--- config.mk ---
export PLATFORM = sky130hd
export DESIGN_NAME = arp_reply_parser
export DESIGN_NICKNAME = d
export VERILOG_FILES = /design/src/rtl/lb_pkg.sv /design/src/rtl/arp_reply_parser.sv
export SDC_FILE = /design/constraint.sdc
export NUM_CORES = 1
export LEC_CHECK = 0
export CORE_MARGIN = 5
export CORE_UTILIZATION = 51
export CTS_CLUSTER_DIAMETER = 40
export CTS_CLUSTER_SIZE = 8
export DETAILED_ROUTE_END_ITERATION = 12
export MAX_ROUTING_LAYER = met4
export PLACE_DENSITY = 0.94
export SYNTH_ARGS = -nofsm -noshare
export SYNTH_HDL_FRONTEND = slang
export SYNTH_SLANG_ARGS = --single-unit
--- constraint.sdc ---
create_clock -name clk -period 13.3 [get_ports clk]
set_input_delay 2.66 -clock clk [delete_from_list [all_inputs] [get_ports clk]]
set_output_delay 2.66 -clock clk [all_outputs]
set_load 0.02 [all_outputs]
--- src/rtl/lb_pkg.sv ---
// Shared constants and state encoding for the ARP learning path.
// Frame word indices count 32-bit beats from SOP.
package lb_pkg;

  localparam logic [15:0] ETHERTYPE_ARP  = 16'h0806;
  localparam logic [15:0] ARP_HTYPE_ETH  = 16'h0001;
  localparam logic [15:0] ARP_PTYPE_IPV4 = 16'h0800;
  localparam logic [7:0]  ARP_HLEN       = 8'd6;
  localparam logic [7:0]  ARP_PLEN       = 8'd4;
  localparam logic [15:0] ARP_OPER_REQ   = 16'd1;
  localparam logic [15:0] ARP_OPER_REPLY = 16'd2;

  localparam logic [3:0] W_ETH    = 4'd3;
  localparam logic [3:0] W_PTY    = 4'd4;
  localparam logic [3:0] W_OPER   = 4'd5;
  localparam logic [3:0] W_SHA    = 4'd6;
  localparam logic [3:0] W_SPA    = 4'd7;
  localparam logic [3:0] W_TPA_HI = 4'd9;
  localparam logic [3:0] W_TPA_LO = 4'd10;
  localparam logic [3:0] W_SAT    = 4'd11;

  typedef enum logic [1:0] {
    S_IDLE,
    S_PARSE,
    S_OUT
  } state_t;

endpackage

--- src/rtl/arp_reply_parser.sv ---
// Parses ARP replies from the RX stream and emits (IP, MAC) cache updates.
// One update per accepted frame; everything else bumps the drop counter.
module arp_reply_parser
  import lb_pkg::*;
#(
  parameter bit ACCEPT_REQUEST = 1'b0
) (
  input  logic        clk,
  input  logic        rst,
  input  logic [31:0] rx_data_i,
  input  logic        rx_valid_i,
  input  logic        rx_sop_i,
  input  logic        rx_eop_i,
  input  logic [1:0]  rx_empty_i,
  input  logic [5:0]  rx_error_i,
  output logic        rx_ready_o,
  input  logic [31:0] cfg_local_ip_i,
  output logic        upd_valid_o,
  input  logic        upd_ready_i,
  output logic [31:0] upd_ip_o,
  output logic [47:0] upd_mac_o,
  output logic [31:0] cnt_accepted_o,
  output logic [31:0] cnt_dropped_o
);

  state_t      state_q, state_d;
  logic [3:0]  wcnt_q, wcnt_d;
  logic        bad_q, bad_d;
  logic [15:0] tpa_hi_q, tpa_hi_d;
  logic [31:0] ip_q, ip_d;
  logic [47:0] mac_q, mac_d;
  logic [31:0] acc_q, acc_d;
  logic [31:0] drop_q, drop_d;

  logic        beat;
  logic [3:0]  idx;
  logic [3:0]  wnext;
  logic [15:0] oper;
  logic        oper_ok;
  logic        fail_now;
  logic        frame_ok;
  logic [1:0]  drop_inc;
  logic        unused_empty;

  // Padding length is irrelevant: all fields sit in fixed words.
  assign unused_empty = ^rx_empty_i;

  assign rx_ready_o     = (state_q != S_OUT);
  assign upd_valid_o    = (state_q == S_OUT);
  assign upd_ip_o       = ip_q;
  assign upd_mac_o      = mac_q;
  assign cnt_accepted_o = acc_q;
  assign cnt_dropped_o  = drop_q;

  assign beat  = rx_valid_i & rx_ready_o;
  assign idx   = rx_sop_i ? 4'd0 : wcnt_q;
  assign wnext = (idx == W_SAT) ? W_SAT : idx + 4'd1;
  assign oper  = rx_data_i[31:16];

  assign oper_ok = (oper == ARP_OPER_REPLY) ||
                   (ACCEPT_REQUEST && (oper == ARP_OPER_REQ));

  always_comb begin
    fail_now = 1'b0;
    case (idx)
      W_ETH:
        fail_now = (rx_data_i != {ETHERTYPE_ARP, ARP_HTYPE_ETH});
      W_PTY:
        fail_now = (rx_data_i !=
                    {ARP_PTYPE_IPV4, ARP_HLEN, ARP_PLEN});
      W_OPER:
        fail_now = !oper_ok;
      W_TPA_LO:
        fail_now = ({tpa_hi_q, rx_data_i[31:16]} != cfg_local_ip_i);
      default:
        fail_now = 1'b0;
    endcase
  end

  assign frame_ok = !bad_q && !fail_now &&
                    (idx >= W_TPA_LO) && (rx_error_i == 6'd0);

  always_comb begin
    state_d  = state_q;
    wcnt_d   = wcnt_q;
    bad_d    = bad_q;
    tpa_hi_d = tpa_hi_q;
    ip_d     = ip_q;
    mac_d    = mac_q;
    acc_d    = acc_q;
    drop_inc = 2'd0;
    unique case (state_q)
      S_IDLE: begin
        if (beat && rx_sop_i) begin
          bad_d  = 1'b0;
          wcnt_d = 4'd1;
          if (rx_eop_i) drop_inc = 2'd1;
          else          state_d  = S_PARSE;
        end
      end
      S_PARSE: begin
        if (beat) begin
          wcnt_d = wnext;
          if (rx_sop_i) begin
            // Restart: the interrupted frame counts, and so does a
            // new frame that is a lone SOP+EOP beat.
            bad_d    = 1'b0;
            drop_inc = rx_eop_i ? 2'd2 : 2'd1;
            if (rx_eop_i) state_d = S_IDLE;
          end else if (rx_eop_i) begin
            bad_d = 1'b0;
            if (frame_ok) begin
              state_d = S_OUT;
            end else begin
              drop_inc = 2'd1;
              state_d  = S_IDLE;
            end
          end else begin
            bad_d = bad_q | fail_now;
          end
          if (!rx_sop_i && !bad_q) begin
            case (idx)
              W_OPER:   mac_d[47:32] = rx_data_i[15:0];
              W_SHA:    mac_d[31:0]  = rx_data_i;
              W_SPA:    ip_d         = rx_data_i;
              W_TPA_HI: tpa_hi_d     = rx_data_i[15:0];
              default:  ;
            endcase
          end
        end
      end
      S_OUT: begin
        if (upd_ready_i) begin
          acc_d   = acc_q + 32'd1;
          state_d = S_IDLE;
        end
      end
      default: state_d = S_IDLE;
    endcase
    drop_d = drop_q + 32'(drop_inc);
  end

  always_ff @(posedge clk or posedge rst) begin
    if (rst) begin
      state_q  <= S_IDLE;
      wcnt_q   <= 4'd0;
      bad_q    <= 1'b0;
      tpa_hi_q <= 16'd0;
      ip_q     <= 32'd0;
      mac_q    <= 48'd0;
      acc_q    <= 32'd0;
      drop_q   <= 32'd0;
    end else begin
      state_q  <= state_d;
      wcnt_q   <= wcnt_d;
      bad_q    <= bad_d;
      tpa_hi_q <= tpa_hi_d;
      ip_q     <= ip_d;
      mac_q    <= mac_d;
      acc_q    <= acc_d;
      drop_q   <= drop_d;
    end
  end

endmodule

# Yosys cells after proc, flatten, opt, wreduce, memory -nomap -nowiden
# Cells that the tools add are included.
# op_classes
bitwise	2
n_eq_ne	20
n_addsub	3
reduce_logical	19
n_mux	28
n_lt_le_gt_ge	1
# op_table
op	count
!= test 32 x 28 -> 1 bit (second input constant)	2
adder 32 x 1 -> 32 bit (second input constant)	1
adder 32 x 2 -> 32 bit	1
!= test 32 bit	1
two-way mux 2 bit	11
== test 16 x 2 -> 1 bit (second input constant)	1
== test 4 x 3 -> 1 bit (second input constant)	4
two-way mux 4 bit	4
AND reduction 4 bit	4
== test 4 bit (second input constant)	3
!= test 2 bit (second input constant)	5
two-way mux 1 bit	8
case mux 4 bit (2 select lines)	1
zero test 6 bit	1
case mux 2 bit (3 select lines)	1
logical AND 1 bit	5
AND reduction 5 bit	1
adder 4 x 1 -> 4 bit (second input constant)	1
== test 4 x 2 -> 1 bit (second input constant)	1
greater-or-equal comparator 4 bit (second input constant)	1
zero test 1 bit	4
case mux 1 bit (4 select lines)	1
case mux 2 bit (2 select lines)	1
AND reduction 3 bit	1
other kinds (9)	9
# totals
elab_cells	82
regBits	167
out_inout_bits	146
inputBits	78

# Longest topological paths before layout
# logic_depth
depth_word	13
depth_mapped	15
ltp_nobuf	14

# Worst setup path before layout
# Ideal clock, no wire load.
# synth_path
path_type	input -> register
start	in rx_sop_i
end	reg drop_q[28], in the netlist cnt_dropped_o[28]
setup_ns	0.080
path_buffers	1
stages	14
arrival_time_ns	5.399
slack_ns	7.821
required_time_ns	13.220
path_cell_list	clkbuf_1 -> nand2b_1 -> inv_1 -> ha_1 -> o311ai_0 -> nor2_1 -> a21oi_1 -> ha_1 -> fa_1 -> nand3_1 -> nor4_4 -> nand4_2 -> nor3_2 -> xor2_1
# synth_via
elab_chain_cells	13
word_cells_on_any_way	19
cone_classes	add/sub (1); order compare (1); eq/ne (4); mux (8); reduce/logical (5)
# synth_rtl
item	line_no	rtl
from (decl)	arp_reply_parser.sv:12	input logic rx_sop_i,
two-way mux 4 bit	arp_reply_parser.sv:56	assign idx = rx_sop_i ? 4'd0 : wcnt_q;
== test 4 bit, or another cell as far along	arp_reply_parser.sv:65	case (idx)
case mux 1 bit (4 select lines)	arp_reply_parser.sv:65	
zero test 1 bit	arp_reply_parser.sv:80	assign frame_ok = !bad_q && !fail_now &&
logical AND 1 bit (2 in series)	arp_reply_parser.sv:80	
logical AND 1 bit	arp_reply_parser.sv:81	(idx >= W_TPA_LO) && (rx_error_i == 6'd0);
two-way mux 1 bit	arp_reply_parser.sv:112	if (frame_ok) begin
two-way mux 1 bit	arp_reply_parser.sv:110	end else if (rx_eop_i) begin
two-way mux 2 bit	arp_reply_parser.sv:104	if (rx_sop_i) begin
two-way mux 2 bit	arp_reply_parser.sv:102	if (beat) begin
case mux 2 bit (2 select lines) (*)	arp_reply_parser.sv:92	unique case (state_q)
adder 32 x 2 -> 32 bit (*)	arp_reply_parser.sv:140	drop_d = drop_q + 32'(drop_inc);
via drop_d[28]	arp_reply_parser.sv:33	logic [31:0] drop_q, drop_d;
to (signal assigned)	arp_reply_parser.sv:161	drop_q <= drop_d;
to (decl)	arp_reply_parser.sv:33	
# Mark *: on every way through the listed nets, which the timed path passes. The rest lies on a longest branch.
# A chain may end at the register's enable or synchronous reset.

# Worst setup path in the final report
# layout_path
start	in rx_sop_i
end	reg drop_q[30], in the netlist cnt_dropped_o[30]
# The elaborated chain is that of the path after synthesis.

==> results.sh <==
export IMPL_synth_edff_count=0
export IMPL_grt_pass1_vias=5816
export IMPL_start_util_pct=51.8
export IMPL_ant_nets=0
export IMPL_clock_latency_ns=0.44
export IMPL_synth_distinct_cells=52
export IMPL_synth_compound_gate_area_share_pct=2.10
export IMPL_syn_nets=669
export IMPL_yosysSeqAreaShare_pct=55.7
export IMPL_antenna_found_initial=0
export IMPL_status="finished clean"
export IMPL_overflow=0
export IMPL_drtIter0Drc=240
export IMPL_syn_area_um2=7500
export IMPL_antenna_cells=0
export IMPL_whs_path_depth=1
export IMPL_wl_um=19700
export IMPL_r2r_worst_path_cells=13
export IMPL_period_share_pct=47.1
export IMPL_tightest_slew_ns=0.889
export IMPL_min_delay_start="cnt_dropped_o[31]$_DFF_PP0_"
export IMPL_synthMuxAreaShare_pct=14.7
export IMPL_rows=44
export IMPL_slew_violations=0
export IMPL_relSlewSlack_pct=40.8
export IMPL_synthAdderAreaFrac_pct=1.43
export IMPL_synth_cells=583
export IMPL_power_density_nw_per_um2=110
export IMPL_synth_simple_area_share_pct=12.6
export IMPL_nets=897
export IMPL_h_tree_depth=4
export IMPL_port_buffers=221
export IMPL_die_w_um=131
export IMPL_io_pins=224
export IMPL_vdd_ir_drop_max_mv=0.115
export IMPL_drt_vias_per_instance=5.41
export IMPL_grt_pass1_wl_um=31900
export IMPL_min_to="cnt_dropped_o[31]$_DFF_PP0_"
export IMPL_drv_cap=0
export IMPL_ys_flop_type="dfrtp_1"
export IMPL_fin_skew_ns=0.00991
export IMPL_layout_common_cells="clkdlybuf4s50_1, dfrtp_1, mux2_2, xor2_1, xnor2_1"
export IMPL_ctsResizeCount=0
export IMPL_core_region_area_um2=14500
export IMPL_routabilityCongestion=0.822
export IMPL_setup_violations=0
export IMPL_drc=0
export IMPL_grt_max_degree=99
export IMPL_finalHoldViolCount=0
export IMPL_clk_path_buf_depth=2
export IMPL_clock_sinks=167
export IMPL_critPathCaptureType="flop"
export IMPL_reg2reg_from="wcnt_q[1]$_DFFE_PP0P_"
export IMPL_fin_setup_tns_ns=0
export IMPL_dp_hpwl_um=14400
export IMPL_rsz0062_at_grt="false"
export IMPL_regToRegEndpoint="cnt_dropped_o[30]$_DFF_PP0_"
export IMPL_track_usage_pct=23.9
export IMPL_syn_mean_instance_area_um2=12.9
export IMPL_synth_top_family_by_area="multiplexers"
export IMPL_ctsHoldBuffers=0
export IMPL_reg2reg_slack_ns=9.75
export IMPL_via_count=5450
export IMPL_fin_total_pwr_mw=1.15
export IMPL_wl_per_cell_um=19.5
export IMPL_path_max_fanout=16
export IMPL_postCtsSetupRepairBufs=0
export IMPL_fmax_mhz=160
export IMPL_syn2layout_area_growth_pct=39.2
export IMPL_register_area_um2=4180
export IMPL_cts_tree="built"
export IMPL_p_leak_nw=4.91
export IMPL_arrival_ns=6.62
export IMPL_crit_required_ns=13.66
export IMPL_min_period_ns=6.26
export IMPL_yosys_register_bits=167
export IMPL_multi_input_area_um2=3150
export IMPL_fill_cells=960
export IMPL_clk_pin_slew_ns=0.07
export IMPL_yosys_warnings=0
export IMPL_hp_class="reg2reg"
export IMPL_drt_pass1_iterations=4
export IMPL_drive_gt1_share_pct=17.5
export IMPL_dpl_worst_slack_ns=6.64
export IMPL_async_reset_ff_share_pct=100
export IMPL_synth_xor_area_share_pct=11.1
export IMPL_cts_root_buf="clkbuf_16"
export IMPL_finalWorstSetupSlack_ns=7.04
export IMPL_die_y_um=131
export IMPL_final_common_cell="clkdlybuf4s50_1"
export IMPL_critical_path_class="in2reg"
export IMPL_die_area_um2=17200
export IMPL_cts_buffers=17
export IMPL_critPathLaunchType="input pin"
==> layout make-up <==
| class | instances | share of cell area [%] |
|---|---|---|
| Sequential cell | 167 | 40.0 |
| Multi-Input combinational cell | 387 | 30.1 |
| Timing Repair Buffer | 223 | 21.3 |
| Clock buffer | 17 | 4.07 |
| Tap cell | 184 | 2.20 |
| Clock inverter | 15 | 1.69 |
| Inverter | 15 | 0.587 |
==> kinds of logic after synthesis <==
family,Yosys count
adders and majority gates,8
AOI/OAI and AO/OA,24
xor gates and xnor gates,95
DFF,167
buffers and inverters,29
muxes,98
and+or+nand+nor,162
==> worst max path at each step <==
| stage | endpoint | slack [ns] | start | depth (start not counted) |
|---|---|---|---|---|
| 4_1_cts | cnt_dropped_o[28]$_DFF_PP0_ | 7.05 | rx_sop_i | 14 |
| 5_1_grt | cnt_dropped_o[28]$_DFF_PP0_ | 6.68 | rx_sop_i | 14 |
| 3_5_place_dp | cnt_dropped_o[28]$_DFF_PP0_ | 6.64 | rx_sop_i | 14 |
| 2_1_floorplan | bad_q$_DFFE_PP0P_ | 6.12 | rst | 1 |
| 6_report | cnt_dropped_o[30]$_DFF_PP0_ | 7.04 | rx_sop_i | 14 |
| 3_3_place_gp | cnt_dropped_o[28]$_DFF_PP0_ | 6.71 | rx_sop_i | 14 |
==> Yosys cell counts (5+ instances only) <==
cell	count	share of area [%]
xor2_1	56	6.5
nand2b_1	5	0.42
xnor2_1	39	4.6
a21oi_1	7	0.47
and4_1	6	0.70
inv_1	15	0.75
nand4_1	15	1.3
mux2_2	96	14
nor4_1	16	1.3
buf_6	7	1.1
nand2_1	26	1.3
nor3_1	8	0.53
nor2_1	28	1.4
dfrtp_1	167	56
ha_1	7	1.2
and3_1	7	0.58
nand3_1	28	1.9
==> critical path, cell delays in order <==
cell and delay [ns]:
clkdlybuf4s50_1 0.80, nand2b_1 0.22, inv_1 0.08, ha_1 0.24
o311ai_0 0.49, nor2_1 0.09, a21oi_1 0.21, ha_1 0.22
fa_1 0.22, nand3_1 0.26, nor4_4 0.57, nand4_2 0.23
nor2_1 0.18, xnor2_1 0.13
==> flip-flops by register name (all words and copies together) (netlist names) <==
name / cells
wcnt_q: 4
tpa_hi_q: 16
bad_q: 1
upd_ip_o: 32
state_q: 2
upd_mac_o: 48
cnt_accepted_o: 32
cnt_dropped_o: 32
==> metrics by stage <==
stage,util (%),hold WS [ns],area (um^2),std cells
after floorplan,-,0.461,7500,583
after global placement,68.0,0.456,9840,976
after detailed placement,68.0,0.471,9840,976
after CTS,72.1,0.481,10400,1008
after global routing,72.1,0.495,10400,1008
final,72.1,0.482,10400,1008
==> power breakdown <==
group | leakage (nW) | switching, mW | internal (mW)
logic | 2.33 | 0.0585 | 0.0560
clock network | 0.298 | 0.228 | 0.269
registers | 2.28 | 0.0158 | 0.521
total | 4.91 | 0.303 | 0.846
==> metal layers <==
metal | vias to the layer above | routed length, um | global-route usage (%) | share of wire (%)
met5 | - | 0 | - | 0
met4 | 0 | 577 | 9.14 | 2.9
met3 | 38 | 969 | 6.19 | 4.9
met2 | 177 | 10000 | 39.0 | 51
met1 | 2729 | 8130 | 28.7 | 41
li1 | 2506 | - | - | -
No activity file was read; power rests on OpenSTA's default activity.
